### config.mk
export PLATFORM = sky130hd
export DESIGN_NAME = bcd_scan_counter_flat
export DESIGN_NICKNAME = d
export VERILOG_FILES = /design/src/rtl/display_pkg.sv /design/src/rtl/bcd_scan_counter_if.sv /design/src/rtl/bcd_digit.sv /design/src/rtl/bcd_scan_counter.sv /design/src/flat_wrapper.sv
export SDC_FILE = /design/constraint.sdc
export NUM_CORES = 1
export LEC_CHECK = 0
export ABC_AREA = 1
export ABC_CLOCK_PERIOD_IN_PS = 4200
export CORE_MARGIN = 3
export CORE_UTILIZATION = 40
export DETAILED_ROUTE_END_ITERATION = 6
export DONT_BUFFER_PORTS = 1
export SETUP_SLACK_MARGIN = 0.02
export SLEW_MARGIN = 20
export SYNTH_ARGS = -nofsm -noshare
export SYNTH_HDL_FRONTEND = slang
export SYNTH_SLANG_ARGS = --single-unit
### constraint.sdc
create_clock -name clk -period 4.2 [get_ports clk]
set_input_delay 0.84 -clock clk [delete_from_list [all_inputs] [get_ports clk]]
set_output_delay 0.84 -clock clk [all_outputs]
set_load 0.01 [all_outputs]
### src/rtl/display_pkg.sv
// Shared display types and helpers for the BCD scan counter.
// Digit codes, blank code and one-hot digit-select helper.
package display_pkg;

   typedef logic [3:0] bcd_t;

   localparam bcd_t BCD_BLANK = 4'hF;
   localparam bcd_t BCD_MAX   = 4'd9;

   function automatic logic [7:0] onehot(input logic [2:0] idx);
      return 8'b1 << idx;
   endfunction

endpackage

### src/rtl/bcd_scan_counter_if.sv
// Control and display bundle of the BCD scan counter.
// master = counter side, slave = board/driver side.
interface bcd_scan_counter_if
   import display_pkg::*;
#(
   parameter int DIGITS = 3
);

   logic                  en;
   logic                  up_dn;
   logic                  clr;
   logic                  lz_blank;
   bcd_t                  bcd_out;
   logic [DIGITS-1:0]     digit_sel;
   logic                  blinky;
   logic                  wrap;
   logic [4*DIGITS-1:0]   value_bcd;

   modport master (
      input  en, up_dn, clr, lz_blank,
      output bcd_out, digit_sel, blinky, wrap, value_bcd
   );

   modport slave (
      output en, up_dn, clr, lz_blank,
      input  bcd_out, digit_sel, blinky, wrap, value_bcd
   );

endinterface

### src/rtl/bcd_digit.sv
// One decade of the counter: 0..9 register with ripple carry/borrow.
// carry_out/borrow_out are combinational so a whole chain settles in one cycle.
module bcd_digit
   import display_pkg::*;
(
   input  logic clk,
   input  logic rst_n,
   input  logic clr,
   input  logic inc,
   input  logic dec,
   input  logic carry_in,
   input  logic borrow_in,
   output bcd_t q,
   output logic carry_out,
   output logic borrow_out
);

   assign carry_out  = carry_in  & (q == BCD_MAX);
   assign borrow_out = borrow_in & (q == 4'd0);

   always_ff @(posedge clk or negedge rst_n) begin
      if (!rst_n) begin
         q <= 4'd0;
      end else if (clr) begin
         q <= 4'd0;
      end else if (inc & carry_in) begin
         q <= (q == BCD_MAX) ? 4'd0 : q + 4'd1;
      end else if (dec & borrow_in) begin
         q <= (q == 4'd0) ? BCD_MAX : q - 4'd1;
      end
   end

endmodule

### src/rtl/bcd_scan_counter.sv
// N-digit BCD up/down counter with multiplexed 4511-style display drive.
// Count and scan rates come from clock-enable prescalers on clk.
module bcd_scan_counter
   import display_pkg::*;
#(
   parameter int DIGITS   = 3,
   parameter int SCAN_DIV = 4096,
   parameter int TICK_DIV = 262144
)(
   input  logic clk,
   input  logic rst_n,
   bcd_scan_counter_if.master bus
);

   localparam int TW = $clog2(TICK_DIV);
   localparam int SW = $clog2(SCAN_DIV);
   localparam int IW = (DIGITS > 1) ? $clog2(DIGITS) : 1;

   logic [TW-1:0] tcnt;
   logic [SW-1:0] scnt;
   logic          tick;
   logic          strobe;
   logic          step_up;
   logic          step_dn;
   logic [DIGITS:0] carry;
   logic [DIGITS:0] borrow;
   bcd_t          dq [DIGITS];
   logic [IW-1:0] idx;
   logic [IW-1:0] idx_n;
   logic [DIGITS-1:0] upz;
   logic          blank;

   assign tick   = (tcnt == TW'(TICK_DIV - 1));
   assign strobe = (scnt == SW'(SCAN_DIV - 1));

   // Clear restarts the count period so the next step is a full tick away
   always_ff @(posedge clk or negedge rst_n) begin
      if (!rst_n) begin
         tcnt <= '0;
         scnt <= '0;
      end else begin
         tcnt <= (bus.clr || tick) ? '0 : tcnt + TW'(1);
         scnt <= strobe ? '0 : scnt + SW'(1);
      end
   end

   assign step_up = tick & bus.en & bus.up_dn & ~bus.clr;
   assign step_dn = tick & bus.en & ~bus.up_dn & ~bus.clr;
   assign carry[0]  = 1'b1;
   assign borrow[0] = 1'b1;

   for (genvar k = 0; k < DIGITS; k++) begin : g_dig
      bcd_digit u_dig (
         .clk        (clk),
         .rst_n      (rst_n),
         .clr        (bus.clr),
         .inc        (step_up),
         .dec        (step_dn),
         .carry_in   (carry[k]),
         .borrow_in  (borrow[k]),
         .q          (dq[k]),
         .carry_out  (carry[k+1]),
         .borrow_out (borrow[k+1])
      );
      assign bus.value_bcd[4*k +: 4] = dq[k];
   end

   always_ff @(posedge clk or negedge rst_n) begin
      if (!rst_n) begin
         bus.blinky <= 1'b0;
         bus.wrap   <= 1'b0;
      end else begin
         bus.blinky <= bus.blinky ^ tick;
         bus.wrap   <= (step_up & carry[DIGITS])
                     | (step_dn & borrow[DIGITS]);
      end
   end

   always_comb begin
      idx_n = idx;
      if (strobe)
         idx_n = (idx == IW'(DIGITS - 1)) ? '0 : idx + IW'(1);
   end

   // upz[k]: digit k and everything above it are zero
   always_comb begin
      upz = '0;
      upz[DIGITS-1] = (dq[DIGITS-1] == 4'd0);
      for (int k = DIGITS - 2; k >= 0; k--)
         upz[k] = upz[k+1] & (dq[k] == 4'd0);
   end

   assign blank = bus.lz_blank & (idx_n != '0) & upz[idx_n];

   // bcd_out uses the next index so it lands on the same edge as digit_sel
   always_ff @(posedge clk or negedge rst_n) begin
      if (!rst_n) begin
         idx           <= '0;
         bus.digit_sel <= DIGITS'(1);
         bus.bcd_out   <= 4'd0;
      end else begin
         idx           <= idx_n;
         bus.digit_sel <= DIGITS'(onehot(3'(idx_n)));
         bus.bcd_out   <= blank ? BCD_BLANK : dq[idx_n];
      end
   end

endmodule

### src/flat_wrapper.sv
// flat-port wrapper written by rule: the top's interface ports become plain ports
module bcd_scan_counter_flat import display_pkg::*;
#(
   parameter int DIGITS   = 3,
   parameter int SCAN_DIV = 4096,
   parameter int TICK_DIV = 262144
)
  (clk, rst_n, bus_en, bus_up_dn, bus_clr, bus_lz_blank, bus_bcd_out, bus_digit_sel, bus_blinky, bus_wrap, bus_value_bcd);
  bcd_scan_counter_if #(.DIGITS(DIGITS)) bus_i ();
  input  logic clk;
  input  logic rst_n;
  input wire logic [$bits(bus_i.en)-1:0] bus_en;
  input wire logic [$bits(bus_i.up_dn)-1:0] bus_up_dn;
  input wire logic [$bits(bus_i.clr)-1:0] bus_clr;
  input wire logic [$bits(bus_i.lz_blank)-1:0] bus_lz_blank;
  output wire logic [$bits(bus_i.bcd_out)-1:0] bus_bcd_out;
  output wire logic [$bits(bus_i.digit_sel)-1:0] bus_digit_sel;
  output wire logic [$bits(bus_i.blinky)-1:0] bus_blinky;
  output wire logic [$bits(bus_i.wrap)-1:0] bus_wrap;
  output wire logic [$bits(bus_i.value_bcd)-1:0] bus_value_bcd;
  assign bus_i.en = bus_en;
  assign bus_i.up_dn = bus_up_dn;
  assign bus_i.clr = bus_clr;
  assign bus_i.lz_blank = bus_lz_blank;
  assign bus_bcd_out = bus_i.bcd_out;
  assign bus_digit_sel = bus_i.digit_sel;
  assign bus_blinky = bus_i.blinky;
  assign bus_wrap = bus_i.wrap;
  assign bus_value_bcd = bus_i.value_bcd;
  bcd_scan_counter #(.DIGITS(DIGITS), .SCAN_DIV(SCAN_DIV), .TICK_DIV(TICK_DIV)) u_core (.clk(clk), .rst_n(rst_n), .bus(bus_i));
endmodule
==> Implementation_results.wiki <==
{| class="wikitable"
! Metric !! Value
|-
| Largest voltage drop on the vdd net || between 0.0001 and 0.00015 V
|-
| Clock latency of the later-clocked register in the worst-skew pair || ~0.31 ns
|-
| Setup crit start || u_core.scnt[0]
|-
| 1st-iter DRT viols || roughly 140
|-
| Clock Sink Count || 53
|-
| First-pass DRT Iterations || 4
|-
| Global-route wire length before repair || roughly 11000 um
|-
| Area delta synth->final || 6.69%
|-
| Post-layout min period || 1.91 ns
|-
| Sequential cell area fraction in the yosys report || 0.438
|-
| Antenna viol nets, final || 0
|-
| Final count of hold timing violations || 0
|-
| Ratio of cells with drive above 1 in the final layout || 0.0856
|-
| Critical setup path kind || reg2reg
|-
| Net count reported at finish || roughly 420
|-
| Placeable core region || about 0.0073 mm2
|-
| Die height || just over 90 um
|-
| Wirelength per Cell || ~12 um
|-
| Library cell used as clock root buffer || sky130_fd_sc_hd__clkbuf_8
|-
| Worst setup endpoint || u_core.bus.bcd_out[1]
|-
| Arrival time worst endpoint || around 2.1 ns
|-
| Synth Net Count || 412
|-
| Terminus of the critical flop-to-flop path || u_core.bus.bcd_out[1]
|-
| Largest fanout on the critical path || 9
|-
| Count of vias placed by the detailed router || 2462
|-
| Overall track demand over capacity in global routing || 0.159
|-
| CTS Hold Bufs || 0
|-
| Hold/Removal Path Class || in2async
|-
| Vias in the first global route || roughly 2400
|-
| GRT overflow || 0
|-
| Worst Setup End Kind || flop
|-
| Top-Level Pins || 27
|-
| Worst Clk Skew || around 0.0075 ns
|-
| Power consumption || approximately 930 uW
|-
| Max-slew violation count || 0
|-
| Cts bufs inserted || 5
|-
| Diode insertion count for antenna repair || 0
|-
| Transition time at the pin with the least slew margin || around 0.60 ns
|-
| Highest clock rate || ~520 MHz
|-
| Worst slew margin relative to its limit || 0.599
|-
| RR Startpoint || u_core.scnt[0]
|-
| Mean cell area of the mapped netlist || approximately 7.5 um2
|-
| DRC violation count after routing || 0
|-
| Outcome || complete, no violations
|-
| Commonest non-fill, non-tap cell in the layout || sky130_fd_sc_hd__nand2_1
|-
| Synthesized netlist cell count || between 400 and 500
|-
| Die ar. || 0.00866 mm2
|-
| Total wirelength of the detailed-routed design || ~6300 um
|-
| Clock-pin slew of the registers on the worst-case setup and hold paths || about 0.11 ns
|-
| Kind of start point of the critical path || flop
|-
| FF-to-FF path depth || 10
|-
| Pin count of the biggest net entering global routing || 54
|-
| Initial antenna violation count || 0
|-
| Final RePlAce weighted congestion || 0.816
|-
| Top library cells by usage in the layout, fill and taps aside || sky130_fd_sc_hd__nand2_1, sky130_fd_sc_hd__nor2_1, sky130_fd_sc_hd__dfrtp_1
|-
| Number of distinct library cell variants in the gate-level netlist after synthesis || 36
|-
| Number of setup buffers added after CTS || 0
|-
| Number of vias per cell || just under 5
|-
| Site row count || 31
|-
| Total leakage power || 1.56 nW
|-
| Count of instances resized after the clock tree is built || 0
|-
| Number of levels in the clock H-tree || 2
|-
| Endpoint required time on the critical path || between 4 and 5 ns
|-
| Number of port buffers || 0
|-
| Pwr dens || 286 mW/mm2
|-
| DPL Wire Length || 4720 um
|-
| Final clock period utilization by the worst path || 0.454
|-
| Register-to-register setup slack || ~2.3 ns
|-
| Clock Path Buffers || 2
|-
| Synth Warn # || 0
|-
| Number of filler instances in the final layout || between 700 and 800
|-
| Final sum of negative setup slack || 0 ns
|-
| Number of failing setup endpoints in the final timing report || 0
|-
| RSZ-0062 raised after global routing || false
|-
| Die outline width || between 90 and 100 um
|-
| Flop and latch count out of synthesis || 53
|-
| TritonCTS clock tree || yes
|-
| Number of violations of the max-capacitance limit || 0
|-
| Effective utilization at floorplan || 0.416
|-
| Cell area after synthesis || around 0.0030 mm2
|}
how the worst min path moves through the flow:
stage	endpoint	slack [ns]	start	depth (start not counted)
detailed placement	u_core.scnt[10]	0.46	u_core.scnt[10]	1
global placement	u_core.scnt[10]	0.46	u_core.scnt[10]	1
floorplan	u_core.scnt[10]	0.44	u_core.scnt[10]	1
finish	u_core.scnt[3]	0.21	rst_n	0
CTS	u_core.scnt[3]	0.20	rst_n	0
global route	u_core.scnt[3]	0.19	rst_n	0
cell type report:
| type | instances | area (um2) | area share |
|---|---|---|---|
| Multi-Input combinational cell | 297 | 1500 | 0.464 |
| Sequential cell | 53 | 1330 | 0.411 |
| Inverter | 51 | 191 | 0.0592 |
| Tap cell | 99 | 124 | 0.0383 |
| Clock buffer | 5 | 68.8 | 0.0213 |
| Clock inverter | 3 | 22.5 | 0.00697 |
report_power, final:
group	internal, mW	leakage (nW)	total, mW	switching (mW)
logic	0.0282	0.812	0.0802	0.0520
registers	0.520	0.717	0.543	0.0236
clock network	0.117	0.0364	0.302	0.185
total	0.666	1.56	0.926	0.260
logic make-up after synthesis:
kind of cell	Yosys count	share of synthesized area
adder cells (fa/ha/maj)	2	0.00826
XOR/XNOR	20	0.0578
buffers and inverters	54	0.0673
AO/OA/AOI/OAI	30	0.0615
flip-flops	53	0.438
AND/OR/NAND/NOR	245	0.367
critical path: stages, from the launching register on:
cell,delay [ns]
sky130_fd_sc_hd__dfrtp_1,0.38
sky130_fd_sc_hd__ha_1,0.19
sky130_fd_sc_hd__nand2_1,0.07
sky130_fd_sc_hd__nor2_2,0.21
sky130_fd_sc_hd__nand3_4,0.19
sky130_fd_sc_hd__o21ai_2,0.33
sky130_fd_sc_hd__nand2_2,0.12
sky130_fd_sc_hd__inv_2,0.07
sky130_fd_sc_hd__nor2_1,0.04
sky130_fd_sc_hd__nand2_1,0.12
sky130_fd_sc_hd__nand2_1,0.07
sequential cells by signal, summed over array words and instances (netlist names):
signal,count
u_core.idx,2
u_core.g_dig.u_dig.q,12
u_core.tcnt,18
u_core.bus.digit_sel,3
u_core.bus.blinky,1
u_core.bus.wrap,1
u_core.scnt,12
u_core.bus.bcd_out,4
per-stage QoR:
| stage | cells | hold slack, ns | area [um2] | setup WS (ns) | utilization |
|---|---|---|---|---|---|
| 4_1_cts | 508 | 0.201 | 3230 | 2.26 | 0.443 |
| 5_1_grt | 508 | 0.188 | 3230 | 2.09 | 0.443 |
| 3_5_place_dp | 500 | 0.460 | 3140 | 2.25 | 0.431 |
| 3_3_place_gp | 500 | 0.464 | 3140 | 2.27 | 0.431 |
| 6_report | 508 | 0.206 | 3230 | 2.29 | 0.443 |
| 2_1_floorplan | 404 | 0.441 | 3030 | 2.43 | - |
metal layers:
layer | vias to the layer above | global-route usage | share of wire
met1 | 1135 | 0.221 | 0.49
met2 | 46 | 0.253 | 0.45
met5 | - | 0 | 0
met3 | 4 | 0.0378 | 0.047
li1 | 1277 | - | -
met4 | 0 | 0.0366 | 0.0074
synthesized netlist by cell type, drive strengths merged:
master | count | area, um2
dfstp | 1 | 26.3
inv | 51 | 191
ha | 2 | 25.0
a21boi | 1 | 7.51
o21a | 1 | 7.51
nor2 | 79 | 358
dfrtp | 52 | 1300
nand4 | 5 | 46.3
xor2 | 15 | 131
xnor2 | 5 | 43.8
a21oi | 6 | 33.8
o21ai | 15 | 90.1
a31oi | 3 | 18.8
o22ai | 1 | 6.26
o211ai | 2 | 15.0
or2 | 1 | 6.26
nand3 | 29 | 163
nor3 | 14 | 75.1
buf | 1 | 5.00
clkbuf | 2 | 7.51
a211oi | 1 | 7.51
nor3b | 4 | 30.0
nand2 | 113 | 434
Power figures use the tool's default switching activity.
